[src/rtl/hex_pkg.sv]
// Shared seven-segment definitions for the HEX digit encoder and the pattern reader.
package hex_pkg;

    localparam int unsigned SEG_W     = 7;
    localparam int unsigned DIGIT_W   = 4;
    localparam int unsigned HEX_W     = 8;
    localparam int unsigned NUM_CODES = 16;
    localparam int unsigned DP_BIT    = 7;

    localparam logic [SEG_W-1:0] SEG_BLANK = 7'h7F;

    // Active-low segment codes g..a, indexed by digit 0..F.
    localparam logic [SEG_W-1:0] SEG_CODES [NUM_CODES] = '{
        7'h40, 7'h79, 7'h24, 7'h30, 7'h19, 7'h12, 7'h02, 7'h78,
        7'h00, 7'h10, 7'h08, 7'h03, 7'h46, 7'h21, 7'h06, 7'h0E
    };

    typedef enum logic {EMPTY, FULL} state_t;

    typedef struct packed {
        logic [DIGIT_W-1:0] digit;
        logic               alarm;
        logic               err;
    } result_t;

    function automatic logic [SEG_W-1:0] seg_encode(input logic [DIGIT_W-1:0] digit);
        return SEG_CODES[digit];
    endfunction

endpackage

[src/rtl/hex_seg_decode.sv]
// Combinational inverse of the segment encoder: segment field to digit plus legality.
module hex_seg_decode
    import hex_pkg::*;
(
    input  logic [SEG_W-1:0]   seg,
    output logic [DIGIT_W-1:0] digit_c,
    output logic               legal_c
);

    // Codes are unique, so at most one entry matches.
    always_comb begin
        digit_c = '0;
        legal_c = 1'b0;
        for (int unsigned i = 0; i < NUM_CODES; i++) begin
            if (seg == SEG_CODES[i]) begin
                digit_c = DIGIT_W'(i);
                legal_c = 1'b1;
            end
        end
    end

endmodule

[src/rtl/hex_pattern_reader.sv]
// Reads back a HEX display pattern, filters it for stability and publishes the
// decoded digit/alarm/error result on a valid/ready handshake.
module hex_pattern_reader
    import hex_pkg::*;
#(
    parameter int unsigned STABLE_CYCLES = 4,
    parameter int unsigned ERR_W         = 8
) (
    input  logic               clk,
    input  logic               resetn,
    input  logic [HEX_W-1:0]   hex_in,
    output logic [DIGIT_W-1:0] out_digit,
    output logic               out_alarm,
    output logic               out_err,
    output logic               out_valid,
    input  logic               out_ready,
    output logic               overrun,
    output logic [ERR_W-1:0]   err_count
);

    localparam int unsigned CNT_W = 8;
    localparam logic [CNT_W-1:0] CNT_MAX = CNT_W'(STABLE_CYCLES);

    state_t             state;
    state_t             state_d;
    logic [HEX_W-1:0]   hex_q;
    logic [HEX_W-1:0]   last_pub;
    logic               none_pub;
    logic [CNT_W-1:0]   cnt;
    logic [CNT_W-1:0]   cnt_d;
    logic [DIGIT_W-1:0] dec_digit;
    logic               dec_legal;
    logic               stable_c;
    logic               publish_c;
    logic               handshake_c;
    logic               load_c;
    logic               drop_c;
    result_t            result;
    result_t            result_d;

    hex_seg_decode u_decode (
        .seg     (hex_in[SEG_W-1:0]),
        .digit_c (dec_digit),
        .legal_c (dec_legal)
    );

    // Run-length of identical samples, saturating at the stability threshold.
    always_comb begin
        cnt_d = CNT_W'(1);
        if (hex_in == hex_q) begin
            cnt_d = (cnt == CNT_MAX) ? CNT_MAX : cnt + CNT_W'(1);
        end
    end

    assign stable_c    = (cnt_d == CNT_MAX);
    assign publish_c   = stable_c && (none_pub || (hex_in != last_pub));
    assign handshake_c = (state == FULL) && out_ready;

    always_comb begin
        result_d.digit = dec_legal ? dec_digit : '0;
        result_d.alarm = ~hex_in[DP_BIT];
        result_d.err   = ~dec_legal;
    end

    always_ff @(posedge clk) begin
        if (!resetn) begin
            state <= EMPTY;
        end else begin
            state <= state_d;
        end
    end

    // A publish while holding an unaccepted result is dropped unless the
    // handshake frees the slot on the same edge.
    always_comb begin
        state_d = state;
        load_c  = 1'b0;
        drop_c  = 1'b0;
        case (state)
            EMPTY: begin
                if (publish_c) begin
                    load_c  = 1'b1;
                    state_d = FULL;
                end
            end
            FULL: begin
                if (publish_c && handshake_c) begin
                    load_c = 1'b1;
                end else if (publish_c) begin
                    drop_c = 1'b1;
                end else if (handshake_c) begin
                    state_d = EMPTY;
                end
            end
            default: state_d = EMPTY;
        endcase
    end

    always_ff @(posedge clk) begin
        if (!resetn) begin
            hex_q     <= '1;
            cnt       <= '0;
            last_pub  <= '1;
            none_pub  <= 1'b1;
            result    <= '0;
            overrun   <= 1'b0;
            err_count <= '0;
        end else begin
            hex_q <= hex_in;
            cnt   <= cnt_d;
            if (load_c) begin
                result   <= result_d;
                last_pub <= hex_in;
                none_pub <= 1'b0;
                if (result_d.err && (err_count != '1)) begin
                    err_count <= err_count + ERR_W'(1);
                end
            end
            if (drop_c) begin
                overrun <= 1'b1;
            end
        end
    end

    assign out_valid = (state == FULL);
    assign out_digit = result.digit;
    assign out_alarm = result.alarm;
    assign out_err   = result.err;

endmodule
[config.mk]
export PLATFORM = sky130hd
export DESIGN_NAME = hex_pattern_reader
export DESIGN_NICKNAME = d
export VERILOG_FILES = /design/src/rtl/hex_pkg.sv /design/src/rtl/hex_seg_decode.sv /design/src/rtl/hex_pattern_reader.sv
export SDC_FILE = /design/constraint.sdc
export NUM_CORES = 1
export LEC_CHECK = 0
export CAP_MARGIN = 5
export CELL_PAD_IN_SITES_DETAIL_PLACEMENT = 2
export CELL_PAD_IN_SITES_GLOBAL_PLACEMENT = 2
export CORE_ASPECT_RATIO = 0.5
export CORE_MARGIN = 4
export CORE_UTILIZATION = 32
export DETAILED_ROUTE_END_ITERATION = 12
export PLACE_DENSITY_LB_ADDON = 0.1
export SLEW_MARGIN = 10
export SYNTH_ARGS = -nofsm -noshare
export SYNTH_HDL_FRONTEND = slang
export SYNTH_SLANG_ARGS = --single-unit
[constraint.sdc]
create_clock -name clk -period 3.1 [get_ports clk]
set_input_delay 0.31 -clock clk [delete_from_list [all_inputs] [get_ports clk]]
set_output_delay 0.31 -clock clk [all_outputs]
set_load 0.02 [all_outputs]
==> flow_metrics.tcl <==
set metrics [dict create \
    grt-ovfl-total 0 \
    clkPwrFrac_pct 44.3 \
    initial_core_util_pct 34.4 \
    internal_power_mw 0.876 \
    postRouteAntennaNets 0 \
    critPathArrivalTime_ns 2.93 \
    postSynth.asyncResetShare_pct 0 \
    cp_top_family "simple AND/OR/NAND/NOR gates" \
    crit_chain "clkdlybuf4s50_1 -> xor2_1 -> nor4_1 -> nand2_1 -> a41oi_2 -> o21ai_2 -> or4_1 -> a21oi_1" \
    finalWirelength_mm 6.42 \
    whs_ns 0.460 \
    finish.utilization_pct 42.7 \
    report.final.hold_viol_count 0 \
    finClkSkew_ns 0.00575 \
    max_freq_ghz 0.366 \
    worst-setup-path-type "in -> reg" \
    seqPwrFrac_pct 46.7 \
    synth_top_area_cell "dfxtp_1" \
    comb_power_share_pct 9.0 \
    syn_avg_cell_area_um2 8.58 \
    clock-sinks 41 \
    rr_startpoint "cnt[0]$_SDFF_PN0_" \
    cp_num_cells 8 \
    viasPerCell 5.26 \
    wire_per_inst_um 17.3 \
    outcome "complete, no violations" \
    io_buffers 26 \
    multi_input_area_um2 1250 \
    synth_seq_cells 41 \
    place_area_um2 2560 \
    yosysTopAreaCellShare_pct 37.7 \
    num_rows 20 \
    path_clk_slew_ns 0.06 \
    synth_fp_nets 268 \
    fill_cells 708 \
    final.min_clock_period_ns 2.73 \
    drv_slew 0 \
    rrSetupSlack_ns 0.40 \
    cts_tree "yes" \
    core-area_um2 6330 \
    ctsRootBufferMaster "clkbuf_16" \
    vias 1958 \
    p_leak_nw 0.977 \
    first_pass_iters 4 \
    grt_max_degree 27 \
    nets 297 \
    drive_gt1_share_pct 10.2 \
    dp_hpwl_mm 4.73 \
    cpPeakStageDelay_ns 0.62 \
    p_per_area_nw_per_um2 424 \
    power.total_mw 1.15 \
    ir_drop_mv 0.192 \
    slowest_stage "clkdlybuf4s50_1" \
    htreeDepth 2 \
    regArea_um2 821 \
    antenna_found_initial 0 \
    whs_path_depth 2 \
    pin_count 27 \
    crit_path_end_kind "flop" \
    grt_pass1_vias 2177 \
    worstPathRequired_ns 3.30 \
    synth-main-ff-cell "dfxtp_1" \
    critical_path_buf_inv_count 1 \
    path_max_fanout 14 \
    grt_pass1_wl_mm 11.2 \
    clock_latency_ns 0.28 \
    cap_viol_max_count 0 \
    swShare_pct 23.7 \
    synthDistinctLibCells 51 \
    cts_setup_buffers 0 \
    worst_slew_pin_slew_ns 0.531 \
    ctsResizeCount 0 \
    worst_hold_startpoint "out_err$_SDFFE_PN0P_" \
    p_sw_mw 0.272 \
    synth_edf_count 0 \
    whs_endpoint "out_err$_SDFFE_PN0P_" \
    max_slew_margin_pct 64.6 \
    area_growth_syn_to_layout_pct 24.2 \
    gr-usage-all-layers_pct 16.9 \
    tns_ns 0 \
    finalInstanceArea_um2 2710 \
    ys_warn_count 0 \
    netlist_instances 254 \
    drc 0 \
    reg2reg_depth 8 \
    dieArea_um2 8270 \
    min_path_type "reg -> reg" \
    cts_buffers 5 \
    synth_area_um2 2180 \
    num_antenna_cells 0 \
    die_x_um 125 \
    clk_path_buf_depth 2 \
    drtIter0Drc 72 \
    gp_congestion 0.825 \
    setup_violations 0 \
    hold_buffers 0 \
    ys_seq_area_share_pct 37.7 \
    rsz0062_at_grt "false" \
    die_h_um 66.3 \
    worstReg2RegEnd "err_count[4]$_SDFFE_PN0P_" \
    timing.final.crit_share_pct 88.1 \
    startpoint_type "primary input" \
    yosys-top-cells-area "dfxtp_1 38%, mux2i_1 5.5%, xor2_1 5.2%" \
]
cells by family (layout without fill, tap and decap cells):
group,count (synthesis),count (layout),share of synthesized area [%]
muxes,14,14,6.55
buffers and inverters,24,54,5.11
DFF,41,41,37.7
AOI/OAI and AO/OA,40,40,13.2
and+or+nand+nor,107,107,25.6
adders and majority gates,4,4,2.18
xor gates and xnor gates,24,24,9.65
sequential cells by signal, summed over array words and instances (netlist names):
signal and cells:
none_pub 1, hex_q 8, cnt 8, out_alarm 1, last_pub 8, out_valid 1, overrun 1, out_err 1
out_digit 4, err_count 8
cell type report:
| type | instances | share of cell area [%] |
|---|---|---|
| Multi-Input combinational cell | 189 | 46.1 |
| Tap cell | 88 | 4.07 |
| Clock buffer | 7 | 4.90 |
| Timing Repair Buffer | 40 | 13.5 |
| Sequential cell | 41 | 30.3 |
| Clock inverter | 1 | 0.278 |
| Inverter | 6 | 0.833 |
metal layers:
layer,vias to the layer above,track usage [%],share of wire (%)
met4,0,3.28,0.64
met2,21,29.6,47
met5,-,0,0
met3,4,4.11,3.1
li1,949,-,-
met1,984,21.3,49
worst reg2reg max path: stages (launching register included):
cell,delay [ns]
dfxtp_1,0.42
ha_1,0.32
nand3_1,0.12
nor2_1,0.18
nand3_1,0.12
a2111oi_2,0.44
o21ai_2,0.25
or4_1,0.58
a21oi_1,0.19
power groups by stage:
stage / registers [mW] / logic, mW / clock network [mW]
5_1_grt: 0.537 / 0.115 / 0.558
3_3_place_gp: 0.548 / 0.100 / 0
3_5_place_dp: 0.549 / 0.103 / 0
4_1_cts: 0.537 / 0.104 / 0.526
2_1_floorplan: 0.548 / 0.0607 / 0
6_report: 0.537 / 0.103 / 0.508
Yosys cell counts (2+ instances only):
cell type and n:
a211oi_1 2, o31ai_1 6, buf_2 8, nand3_1 9, nand2_1 28, nand2b_1 11, a21oi_1 11, xor2_1 13
a31oi_1 3, dfxtp_1 41, nand4_1 2, o21ai_0 6, inv_1 6, nor3_1 7, nor2_1 22, clkbuf_1 7
xnor2_1 11, nor4_1 3, and3_1 3, mux2i_1 12, ha_1 3, nor2b_1 5, mux2_2 2, nor4b_1 2
or4_1 5
worst max-delay path by stage:
stage	to	slack, ns	start
3_3_place_gp	out_err$_SDFFE_PN0P_	0.26	hex_in[3]
4_1_cts	err_count[4]$_SDFFE_PN0P_	0.36	cnt[0]$_SDFF_PN0_
6_report	err_count[4]$_SDFFE_PN0P_	0.37	hex_in[3]
3_5_place_dp	err_count[6]$_SDFFE_PN0P_	0.12	hex_in[0]
2_1_floorplan	err_count[2]$_SDFFE_PN0P_	0.85	cnt[0]$_SDFF_PN0_
5_1_grt	err_count[4]$_SDFFE_PN0P_	0.12	cnt[0]$_SDFF_PN0_
cells in the final DEF (no fill, tap or decap), types with 2 or more instances in the layout:
cell type and count:
dfxtp_1 41, nand2_1 28, clkdlybuf4s50_1 26, nor2_1 22
buf_4 14, xor2_1 13, mux2i_1 12, nand2b_1 11
xnor2_1 11, a21oi_1 11, nand3_1 9, nor3_1 7
inv_1 6, o21ai_0 6, o31ai_1 6, nor2b_1 5
or4_1 5, clkbuf_16 5, and3_1 3, nor4_1 3
a31oi_1 3, ha_1 3, nor4b_1 2, nand4_1 2
mux2_2 2, a211oi_1 2, clkbuf_1 2
metrics by stage:
step,cells,setup WS [ns]
2_1_floorplan,254,0.850
3_3_place_gp,364,0.263
3_5_place_dp,364,0.122
4_1_cts,372,0.361
5_1_grt,372,0.121
6_report,372,0.370
Note: power is estimated with default switching activity, not from simulation.
